===== src/rtl/icache_refill.sv =====
// Instruction-cache miss refill: wins the byte-wide bus, reads four bytes at A..A+3,
// and writes the little-endian instruction into the icache in one cycle.
module icache_refill #(
  parameter int ADDR_W = 32
) (
  input  logic              clk,
  input  logic              rst,
  input  logic              rdy,
  input  logic              req_i,
  input  logic [ADDR_W-1:0] req_addr_i,
  input  logic              flush_i,
  input  logic              gnt_i,
  output logic              mem_req_o,
  output logic [ADDR_W-1:0] mem_a_o,
  output logic              mem_wr_o,
  input  logic [7:0]        mem_din_i,
  output logic              we_o,
  output logic [ADDR_W-1:0] waddr_o,
  output logic [31:0]       winst_o,
  output logic              done_o,
  output logic              busy_o
);

  typedef enum logic [1:0] {
    IDLE = 2'd0,
    RD   = 2'd1,
    WB   = 2'd2
  } state_t;

  state_t              state_r;
  state_t              state_s;
  logic                mem_req_s;
  logic                accept_s;
  logic [2:0]          cnt_r;
  logic [ADDR_W-1:0]   a_r;
  logic [ADDR_W-1:0]   mem_a_r;
  logic [7:0]          b0_r;
  logic [7:0]          b1_r;
  logic [7:0]          b2_r;
  logic                we_r;
  logic                done_r;
  logic [ADDR_W-1:0]   waddr_r;
  logic [31:0]         winst_r;

  // Next-state and bus-request decode.
  always_comb begin
    state_s   = state_r;
    mem_req_s = 1'b0;
    accept_s  = 1'b0;
    case (state_r)
      IDLE: begin
        mem_req_s = req_i;
        if (req_i && gnt_i && !flush_i) begin
          state_s  = RD;
          accept_s = 1'b1;
        end else begin
          state_s  = IDLE;
        end
      end
      RD: begin
        mem_req_s = 1'b1;
        if (flush_i) begin
          state_s = IDLE;
        end else if (cnt_r == 3'd4) begin
          state_s = WB;
        end else begin
          state_s = RD;
        end
      end
      WB: begin
        state_s = IDLE;
      end
      default: begin
        state_s = IDLE;
      end
    endcase
  end

  // State register; rdy low freezes the engine.
  always_ff @(posedge clk) begin
    if (rst) begin
      state_r <= IDLE;
    end else if (rdy) begin
      state_r <= state_s;
    end else begin
      state_r <= state_r;
    end
  end

  // Address sequencing, byte capture and the registered icache write port.
  always_ff @(posedge clk) begin
    if (rst) begin
      cnt_r   <= 3'd0;
      a_r     <= {ADDR_W{1'b0}};
      mem_a_r <= {ADDR_W{1'b0}};
      b0_r    <= 8'h00;
      b1_r    <= 8'h00;
      b2_r    <= 8'h00;
      we_r    <= 1'b0;
      done_r  <= 1'b0;
      waddr_r <= {ADDR_W{1'b0}};
      winst_r <= 32'h0000_0000;
    end else if (rdy) begin
      we_r    <= 1'b0;
      done_r  <= 1'b0;
      waddr_r <= {ADDR_W{1'b0}};
      winst_r <= 32'h0000_0000;
      case (state_r)
        IDLE: begin
          if (accept_s) begin
            a_r     <= req_addr_i;
            mem_a_r <= req_addr_i;
            cnt_r   <= 3'd0;
          end
        end
        RD: begin
          if (cnt_r < 3'd3) begin
            mem_a_r <= a_r + ADDR_W'(cnt_r) + ADDR_W'(1);
          end
          // The fourth byte goes straight into the write register.
          case (cnt_r)
            3'd1:    b0_r <= mem_din_i;
            3'd2:    b1_r <= mem_din_i;
            3'd3:    b2_r <= mem_din_i;
            default: b0_r <= b0_r;
          endcase
          cnt_r <= (cnt_r == 3'd4) ? 3'd0 : cnt_r + 3'd1;
          if ((cnt_r == 3'd4) && !flush_i) begin
            we_r    <= 1'b1;
            done_r  <= 1'b1;
            waddr_r <= a_r;
            winst_r <= {mem_din_i, b2_r, b1_r, b0_r};
          end
        end
        WB: begin
          cnt_r <= 3'd0;
        end
        default: begin
          cnt_r <= 3'd0;
        end
      endcase
    end
  end

  assign mem_req_o = rst ? 1'b0 : mem_req_s;
  assign mem_a_o   = mem_a_r;
  assign mem_wr_o  = 1'b0;
  assign we_o      = we_r;
  assign done_o    = done_r;
  assign waddr_o   = waddr_r;
  assign winst_o   = winst_r;
  assign busy_o    = (state_r != IDLE);

endmodule


===== config.mk =====
export PLATFORM = sky130hd
export DESIGN_NAME = icache_refill
export DESIGN_NICKNAME = d
export VERILOG_FILES = /design/src/rtl/icache_refill.sv
export SDC_FILE = /design/constraint.sdc
export NUM_CORES = 1
export LEC_CHECK = 0
export ABC_CLOCK_PERIOD_IN_PS = 6300
export BUFFER_PORTS_ARGS = -buffer_cell sky130_fd_sc_hd__buf_4
export CORE_MARGIN = 5
export CORE_UTILIZATION = 44
export CTS_CLUSTER_DIAMETER = 80
export CTS_CLUSTER_SIZE = 16
export DETAILED_ROUTE_END_ITERATION = 7
export PLACE_DENSITY = 0.64
export SLEW_MARGIN = 10
export SYNTH_ARGS = -nofsm -noshare
export SYNTH_HDL_FRONTEND = slang
export SYNTH_SLANG_ARGS = --single-unit

===== constraint.sdc =====
create_clock -name clk -period 6.3 [get_ports clk]
set_input_delay 0.63 -clock clk [delete_from_list [all_inputs] [get_ports clk]]
set_output_delay 0.63 -clock clk [all_outputs]
set_load 0.01 [all_outputs]

==> impl_metrics.env, run 1 <==
export IMPL_io_pins=147
export IMPL_syn_area_um2=6623
export IMPL_min_from="mem_a_o[6]$_SDFFE_PP0P_"
export IMPL_ys_ff_latch=158
export IMPL_rr_endpoint="mem_a_o[14]$_SDFFE_PP0P_"
export IMPL_fmax_mhz=382.8
export IMPL_power_leakage_nw=3.062
export IMPL_dp_hpwl_um=12910
export IMPL_skew_ns=0.007220
export IMPL_place_gp_congestion=0.8601
export IMPL_cts_buffers=17
export IMPL_clk_latency_ns=0.43
export IMPL_path_clk_slew_ns=0.06
export IMPL_yosys_cell_types_count=60
export IMPL_grt_ovfl_total=0
export IMPL_r2r_setup_slack_ns=3.69
export IMPL_cp_slowest_cell="or4_4"
export IMPL_dpl_cell_count=1060
export IMPL_crit_cells=9
export IMPL_fin_nets=949
export IMPL_setup_tns_ns=0
export IMPL_timing_rr_start="cnt_r[0]$_SDFFE_PP0P_"
export IMPL_crit_family="simple AND/OR/NAND/NOR gates"
export IMPL_synth_simple_area_share_pct=22.27
export IMPL_antenna_left=0
export IMPL_antenna_found_initial=0
export IMPL_cp_end_kind="register"
export IMPL_crit_fanout=7
export IMPL_die_w_um=132.7
export IMPL_cts_resized_gates=0
export IMPL_drtIter0Drc=476
export IMPL_cts_tree="done"
export IMPL_worst_path_buf_inv=2
export IMPL_synth_common_cells="158 x dfxtp_1, 120 x nand2_1, 89 x nor2_1"
export IMPL_drv_cap=0
export IMPL_portBuffers=145
export IMPL_initial_core_util_pct=45.22
export IMPL_reg2reg_depth=9
export IMPL_rows=44
export IMPL_vias_per_cell=5.628
export IMPL_slew_viol_final=0
export IMPL_grt_max_degree=93
export IMPL_die_height_um=132.7
export IMPL_antenna_cells=0
export IMPL_yosysWarningCount=0
export IMPL_synthTopCellsByArea="dfxtp_1 48%, a22oi_1 7.3%, nand2_1 6.8%"
export IMPL_cts_max_path_buffers=2
export IMPL_seq_area_frac_synth_pct=47.76
export IMPL_synth_compound_area_share_pct=20.29
export IMPL_synth_main_ff_cell="dfxtp_1"
export IMPL_netlist_instances=791
export IMPL_period_minus_slack_ns=2.613
export IMPL_grt_pass1_vias=5798
export IMPL_arrival_ns=2.97
export IMPL_worstPathRequired_ns=6.66
export IMPL_mappedNetlistNets=845
export IMPL_core_area_um2=14640
export IMPL_routed_wl_um=18780
export IMPL_crit_type="reg2reg"
export IMPL_hold_violations=0
export IMPL_cts_htree_levels=4
export IMPL_synth_edf_count=0
export IMPL_syn_avg_cell_area_um2=8.372
export IMPL_whs_path_depth=2
export IMPL_root_buffer="clkbuf_16"
export IMPL_synth_mux_area_fraction_pct=0.3023
export IMPL_syn_to_final_growth_pct=25.96
export IMPL_layout_drive_gt1_share_pct=22.08
export IMPL_fin_cells=1090
export IMPL_synth_top_family_by_area="simple AND/OR/NAND/NOR gates"
export IMPL_yosysTopAreaCell="dfxtp_1"
export IMPL_ir_drop_mv=0.1983
export IMPL_setup_viol=0
export IMPL_grt_pass1_wl_um=30100
export IMPL_min_period_over_period_pct=41.47
export IMPL_rsz0062_at_grt="no"
export IMPL_slew_headroom_pct=35.51
export IMPL_yosysMostFrequentCell="dfxtp_1"
export IMPL_critical_path_max_stage_delay_ns=0.67
export IMPL_synth_xor_xnor_area_share_pct=2.910
export IMPL_post_route_util_pct=56.96
export IMPL_worstMarginPinSlew_ns=0.9662
export IMPL_hold_buffers=0
export IMPL_vias=6134
export IMPL_holdCritPathClass="reg2reg"
export IMPL_die_area_um2=17610
export IMPL_synth_fa_ha_area_share_pct=1.625
export IMPL_numClockSinks=158
export IMPL_status="complete, no violations"
export IMPL_power_density_nw_per_um2=266.2
export IMPL_grt_usage_pct=21.08
export IMPL_cp_start_kind="register"
export IMPL_drc=0
export IMPL_first_pass_iters=5
export IMPL_routedWlPerCell_um=17.23
export IMPL_holdPathEnd="mem_a_o[6]$_SDFFE_PP0P_"
export IMPL_synth_async_reset_ratio_pct=0
export IMPL_yosysTopAreaCellShare_pct=47.76
export IMPL_postCtsSetupBuffers=0
export IMPL_cp_cell_sequence="inv_1, ha_1, inv_1, fa_1, a21oi_1, or4_4, xor2_1, a211o_1, a21oi_1"
==> kinds of logic after synthesis <==
logic type	after synthesis
other cells	1
buf+inv	76
mux	2
flops	158
simple gates	319
compound gates	205
xor+xnor	22
fa+ha+maj	8
==> registers in the layout, indices dropped and copies added, names as in the netlist <==
| register | count |
|---|---|
| a_r | 32 |
| mem_a_o | 32 |
| waddr_o | 32 |
| winst_o | 32 |
| b0_r | 8 |
| b1_r | 8 |
| b2_r | 8 |
| cnt_r | 3 |
| state_r | 2 |
| done_o | 1 |
==> cell type report <==
type,count,area (um2)
timing repair buffer,151,1134
inverter,10,38.79
sequential,158,3163
multi-input combinational,557,3151
clock buffer,18,439.2
clock inverter,12,186.4
tap,184,230.2
fill,1305,6302
==> per-stage QoR <==
step / hold WS, ns / setup WS (ns) / cell area [um2] / power, mW
floorplan: 0.4360 / 3.914 / 6623 / 1.100
detailed placement: 0.4488 / 3.494 / 7715 / 1.157
finish: 0.4570 / 3.687 / 8342 / 2.221
global route: 0.4487 / 3.490 / 8342 / 2.296
global placement: 0.4468 / 3.570 / 7715 / 1.156
CTS: 0.4408 / 3.684 / 8341 / 2.239
==> placed cells by master (no fill, tap or decap), types with 3 or more instances in the layout <==
master / netlist / layout
dfxtp_1: 158 / 158
buf_4: 3 / 151
nand2_1: 120 / 120
nor2_1: 89 / 89
a21oi_1: 78 / 78
a22oi_1: 64 / 64
nand3_1: 42 / 42
xnor2_1: 18 / 18
clkbuf_16: 0 / 17
o21ai_0: 14 / 14
nor3_1: 13 / 12
nand4_1: 9 / 9
inv_1: 9 / 8
or3_1: 8 / 8
a21o_1: 8 / 8
nor4_1: 7 / 7
ha_1: 7 / 7
a211oi_1: 6 / 6
a211o_1: 5 / 5
and4_1: 4 / 4
and3_1: 4 / 4
xor2_1: 4 / 4
bufinv_16: 0 / 4
nand2b_1: 3 / 3
nor3_2: 2 / 3
or2_2: 3 / 3
nor4_2: 3 / 3
o21ai_1: 3 / 3
o211ai_1: 3 / 3
a21boi_0: 3 / 3
o22ai_1: 3 / 3
a31o_2: 3 / 3
clkinv_4: 0 / 3
clkinvlp_4: 0 / 3
==> worst register-to-register path, stage by stage (launching register included) <==
cell     delay, ns
dfxtp_1       0.45
inv_1         0.12
ha_1          0.24
inv_1         0.07
fa_1          0.20
a21oi_1       0.18
or4_4         0.67
xor2_1        0.18
a211o_1       0.29
a21oi_1       0.13
==> worst max path at each step <==
stage / from / to / slack (ns)
finish: cnt_r[0]$_SDFFE_PP0P_ / mem_a_o[14]$_SDFFE_PP0P_ / 3.69
global route: cnt_r[0]$_SDFFE_PP0P_ / mem_a_o[14]$_SDFFE_PP0P_ / 3.49
CTS: cnt_r[0]$_SDFFE_PP0P_ / mem_a_o[14]$_SDFFE_PP0P_ / 3.68
detailed placement: rdy / mem_a_o[3]$_SDFFE_PP0P_ / 3.49
global placement: rdy / mem_a_o[3]$_SDFFE_PP0P_ / 3.57
floorplan: cnt_r[0]$_SDFFE_PP0P_ / mem_a_o[14]$_SDFFE_PP0P_ / 3.91
==> power by group <==
group | total, mW | switching [mW] | leakage, nW | internal [mW]
clock | 1.08 | 0.412 | 0.295 | 0.673
sequential | 1.02 | 0.0136 | 1.27 | 1.01
combinational | 0.112 | 0.0682 | 1.49 | 0.0438
==> per-layer routing <==
| layer | track usage (%) | vias up | wire [um] |
|---|---|---|---|
| met5 | 0 | - | 0 |
| met4 | 7.159 | 0 | 299 |
| met3 | 5.885 | 25 | 1317 |
| met2 | 32.36 | 225 | 8769 |
| met1 | 28.64 | 2891 | 8390 |
| li1 | - | 2993 | - |
Power figures use the tool's default switching activity.
==> run 2: changes to the inputs <==
Settings changed: ABC_CLOCK_PERIOD_IN_PS 6300 to 2300, PLACE_DENSITY 0.64 to 0.67.
Clock period 6.3 ns to 2.3 ns, I/O delays scaled along.
==> run 2 against run 1 <==
- register-to-register slack worse by 3.6 ns
- first-iteration DRC count is 20% lower
- largest cell class is now multi-input gates
- sequential share of layout area is 0.96 points lower
- utilization is 1.5 points higher
- non-clock buffer count is 30 higher
- setup slack worse by 3.6 ns
- sequential power grew to 2.7 times the previous value
- count of clock-buffer cells in the layout is 1 lower
- routed wire length is 1.8% higher
==> impl_metrics.env, run 2 (same netlist as run 1, synthesis figures left out) <==
export IMPL_period_minus_slack_ns=2.169
export IMPL_syn_to_final_growth_pct=29.34
export IMPL_post_route_util_pct=58.49
export IMPL_first_pass_iters=5
export IMPL_place_gp_congestion=0.8174
export IMPL_timing_rr_start="cnt_r[0]$_SDFFE_PP0P_"
export IMPL_p_int_mw=4.423
export IMPL_crit_fanout=7
export IMPL_grt_max_degree=44
export IMPL_setup_viol=0
export IMPL_postCtsSetupBuffers=0
export IMPL_rsz0062_at_grt="yes"
export IMPL_ir_drop_mv=0.5433
export IMPL_min_period_over_period_pct=94.29
export IMPL_seq_power_share_pct=47.6
export IMPL_antenna_cells=0
export IMPL_die_area_um2=17610
export IMPL_vias=6145
export IMPL_path_clk_slew_ns=0.07
export IMPL_antenna_left=0
export IMPL_cts_tree="done"
export IMPL_die_w_um=132.7
export IMPL_grt_ovfl_total=0
export IMPL_power_leakage_nw=3.190
export IMPL_cp_end_kind="register"
export IMPL_fill_cells=1382
export IMPL_drv_cap=0
export IMPL_vias_per_cell=5.477
export IMPL_portBuffers=145
export IMPL_root_buffer="clkbuf_16"
export IMPL_routed_wl_um=19120
export IMPL_skew_ns=0.009572
export IMPL_worstPathRequired_ns=2.67
export IMPL_crit_type="reg2reg"
export IMPL_numClockSinks=158
export IMPL_routedWlPerCell_um=17.04
export IMPL_layout_drive_gt1_share_pct=25.69
export IMPL_slew_viol_final=0
export IMPL_dp_hpwl_um=13510
export IMPL_grt_pass1_wl_um=30970
export IMPL_antenna_found_initial=0
export IMPL_clk_latency_ns=0.43
export IMPL_status="complete, no violations"
export IMPL_drtIter0Drc=382
export IMPL_fmax_mhz=461.1
export IMPL_final_common_cell="buf_4"
export IMPL_io_pins=147
export IMPL_power_frac_clock_pct=46.8
export IMPL_cts_max_path_buffers=2
export IMPL_initial_core_util_pct=45.22
export IMPL_most_common_layout_cells="179 x buf_4, 156 x dfxtp_1, 120 x nand2_1, 89 x nor2_1, 76 x a21oi_1"
export IMPL_power_density_nw_per_um2=686.8
export IMPL_sw_frac_of_total_pct=24.82
export IMPL_die_height_um=132.7
export IMPL_p_sw_mw=1.460
export IMPL_hold_ws_ns=0.05646
export IMPL_hold_violations=0
export IMPL_arrival_ns=2.54
export IMPL_crit_start="cnt_r[0]$_SDFFE_PP0P_"
export IMPL_pwr_share_comb_pct=5.6
export IMPL_cts_htree_levels=4
export IMPL_drc=0
export IMPL_grt_pass1_vias=5814
export IMPL_holdCritPathClass="in2reg"
export IMPL_cp_start_kind="register"
export IMPL_worstMarginPinSlew_ns=0.5461
export IMPL_cts_buffers=17
export IMPL_rows=44
export IMPL_core_area_um2=14640
export IMPL_min_from="req_addr_i[23]"
export IMPL_slew_headroom_pct=62.65
export IMPL_grt_usage_pct=21.62
export IMPL_fin_nets=979
## run 2: cell type report
class	count	area, um2	area share, %
Sequential cell	158	3166	36.96
Clock buffer	17	425.4	4.966
Tap cell	184	230.2	2.688
Clock inverter	15	148.9	1.738
Multi-Input combinational cell	557	3174	37.06
Timing Repair Buffer	181	1384	16.16
Inverter	10	37.54	0.4382
## run 2: power by group through the flow
stage	Clock (mW)	Combinational, mW	Sequential [mW]
final	2.75	0.330	2.80
after global routing	2.90	0.359	2.80
after CTS	2.78	0.328	2.80
after detailed placement	0	0.327	2.86
after global placement	0	0.326	2.86
after floorplan	0	0.157	2.86
## run 2: metrics by stage
step            TNS (ns)  power (mW)  cell area (um2)  std cells  setup WS (ns)
2_1_floorplan          0       3.014             6628        791        0.01684
3_5_place_dp           0       3.188             7970       1090        0.06918
3_3_place_gp           0       3.187             7970       1090        0.09915
6_report               0       5.883             8566       1122         0.1313
5_1_grt        -0.004440       6.063             8566       1122      -0.004134
4_1_cts                0       5.904             8544       1122        0.03020
## run 2: worst max-delay path: stages (launching register included)
cell	delay, ns
dfxtp_2	0.32
inv_1	0.05
ha_2	0.20
inv_2	0.06
fa_2	0.22
a21oi_2	0.07
or4_4	0.57
xor2_1	0.18
a211o_1	0.31
a21oi_2	0.13
## run 2: path summary, 6_finish.rpt
check | endpoint | slack (ns) | cells past startpoint
worst max register to register | mem_a_o[14]$_SDFFE_PP0P_ | 0.13 | 9
worst max-delay path | mem_a_o[14]$_SDFFE_PP0P_ | 0.13 | 9
worst min register to register | b0_r[1]$_SDFFE_PP0P_ | 0.46 | 2
worst min-delay path | a_r[23]$_SDFFE_PP0P_ | 0.06 | 3
## run 2: timing repair
item                       in CTS  in global routing
hold buffers                    0                  0
gates resized for setup         0                  7
setup endpoints to repair       0                  8
## run 2: metal layers
| layer | global-route usage, % | wire, um |
|---|---|---|
| met3 | 5.353 | 1192 |
| met5 | 0 | 0 |
| met4 | 6.582 | 263 |
| met2 | 33.38 | 8714 |
| met1 | 29.95 | 8945 |
==> run 3: changes to the inputs <==
Settings changed: ABC_CLOCK_PERIOD_IN_PS 2300 to 2700, PLACE_DENSITY 0.67 to 0.64.
Clock period 2.3 ns to 2.7 ns, I/O delays scaled along.
==> run 3 against run 2 <==
- die area stayed put
- cell area down 1.3%
- routed wire length is 3.3% higher
- critical path type unchanged
- largest power group is now clock
- highest routed layer unchanged
==> impl_metrics.env, run 3 (same netlist as run 1, synthesis figures left out) <==
export IMPL_most_common_layout_cells="162 x buf_4, 158 x dfxtp_1, 120 x nand2_1, 89 x nor2_1, 78 x a21oi_1"
export IMPL_final_common_cell="buf_4"
export IMPL_setup_viol=0
export IMPL_cp_start_kind="register"
export IMPL_p_sw_mw=1.176
export IMPL_grt_ovfl_total=0
export IMPL_worstMarginPinSlew_ns=0.7718
export IMPL_fin_nets=960
export IMPL_p_total_mw=5.314
export IMPL_endpoint="mem_a_o[27]$_SDFFE_PP0P_"
export IMPL_syn_to_final_growth_pct=27.62
export IMPL_place_ws_ns=0.4334
export IMPL_portBuffers=145
export IMPL_die_w_um=132.7
export IMPL_vias_per_cell=5.658
export IMPL_vias=6241
export IMPL_slew_viol_final=0
export IMPL_sw_frac_of_total_pct=22.14
export IMPL_drv_cap=0
export IMPL_drc=0
export IMPL_io_pins=147
export IMPL_ir_drop_mv=0.4395
export IMPL_first_pass_iters=6
export IMPL_power_frac_clock_pct=49.9
export IMPL_grt_usage_pct=22.13
export IMPL_status="complete, no violations"
export IMPL_arrival_ns=2.61
export IMPL_postCtsSetupBuffers=0
export IMPL_setup_slack_ns=0.3962
export IMPL_holdCritPathClass="in2reg"
export IMPL_power_density_nw_per_um2=628.8
export IMPL_period_minus_slack_ns=2.304
export IMPL_clk_latency_ns=0.42
export IMPL_numClockSinks=158
export IMPL_cts_htree_levels=4
export IMPL_cts_buffers=17
export IMPL_root_buffer="clkbuf_16"
export IMPL_hold_violations=0
export IMPL_path_clk_slew_ns=0.06
export IMPL_core_area_um2=14640
export IMPL_min_period_over_period_pct=85.32
export IMPL_cts_max_path_buffers=2
export IMPL_antenna_cells=0
export IMPL_dp_hpwl_um=13710
export IMPL_crit_fanout=5
export IMPL_seq_power_share_pct=44.9
export IMPL_crit_start="cnt_r[2]$_SDFFE_PP0P_"
export IMPL_rsz0062_at_grt="no"
export IMPL_rows=44
export IMPL_die_height_um=132.7
export IMPL_slew_headroom_pct=48.47
export IMPL_worstPathRequired_ns=3.01
export IMPL_crit_type="reg2reg"
export IMPL_cts_tree="done"
export IMPL_initial_core_util_pct=45.22
export IMPL_timing_rr_start="cnt_r[2]$_SDFFE_PP0P_"
export IMPL_hold_ws_ns=0.1003
export IMPL_skew_ns=0.007280
export IMPL_die_area_um2=17610
export IMPL_layout_drive_gt1_share_pct=23.07
export IMPL_drtIter0Drc=382
export IMPL_pwr_share_comb_pct=5.2
export IMPL_place_gp_congestion=0.8437
export IMPL_power_leakage_nw=3.137
export IMPL_p_int_mw=4.138
export IMPL_rr_endpoint="mem_a_o[27]$_SDFFE_PP0P_"
export IMPL_grt_pass1_wl_um=31750
export IMPL_reg2reg_depth=5
export IMPL_r2r_setup_slack_ns=0.40
export IMPL_antenna_left=0
export IMPL_grt_pass1_vias=5905
export IMPL_setup_tns_ns=0
export IMPL_routed_wl_um=19750
export IMPL_cp_end_kind="register"
export IMPL_antenna_found_initial=0
export IMPL_fmax_mhz=434.1
export IMPL_grt_max_degree=66
export IMPL_hold_buffers=0
export IMPL_routedWlPerCell_um=17.90
export IMPL_cts_resized_gates=0
[run 3: layer usage]
metal	wire length [um]	track usage, %
met1	8836	29.98
met2	9352	35.31
met3	1259	4.784
met4	297	7.159
met5	0	0
[run 3: power groups by stage]
stage          combinational [mW]  sequential [mW]  clock, mW
2_1_floorplan               0.134             2.43          0
3_3_place_gp                0.269             2.44          0
3_5_place_dp                0.273             2.44          0
4_1_cts                     0.275             2.39       2.69
5_1_grt                     0.298             2.39       2.79
6_report                    0.275             2.39       2.65
[run 3: worst min path at each step]
stage,from,endpoint,slack [ns],cells past startpoint
6_report,req_addr_i[8],a_r[8]$_SDFFE_PP0P_,0.10,3
5_1_grt,req_addr_i[18],a_r[18]$_SDFFE_PP0P_,0.09,3
4_1_cts,req_addr_i[18],a_r[18]$_SDFFE_PP0P_,0.09,3
3_5_place_dp,b1_r[1]$_SDFFE_PP0P_,b1_r[1]$_SDFFE_PP0P_,0.45,2
3_3_place_gp,b1_r[0]$_SDFFE_PP0P_,b1_r[0]$_SDFFE_PP0P_,0.44,2
2_1_floorplan,req_addr_i[0],a_r[0]$_SDFFE_PP0P_,0.41,2
[run 3: worst max-delay path, cell delays in order (launching register included)]
cell       delay, ns
dfxtp_1         0.35
ha_1            0.36
o211ai_1        0.19
a2111oi_1       0.67
nand4bb_1       0.30
a211o_1         0.33
[run 3: area by class of cell]
| cell class | count | area (um2) |
|---|---|---|
| timing repair buffer | 162 | 1216 |
| multi-input combinational | 557 | 3151 |
| clock inverter | 13 | 211.5 |
| clock buffer | 19 | 442.9 |
| tap | 184 | 230.2 |
| inverter | 10 | 37.54 |
| fill | 1344 | 6192 |
| sequential | 158 | 3163 |
[run 3: per-stage QoR]
stage          cell area (um2)  instances  utilization, %
5_1_grt                   8452       1103           57.72
3_5_place_dp              7797       1071           53.25
4_1_cts                   8452       1103           57.72
6_report                  8452       1103           57.72
2_1_floorplan             6623        791               -
3_3_place_gp              7797       1071           53.25
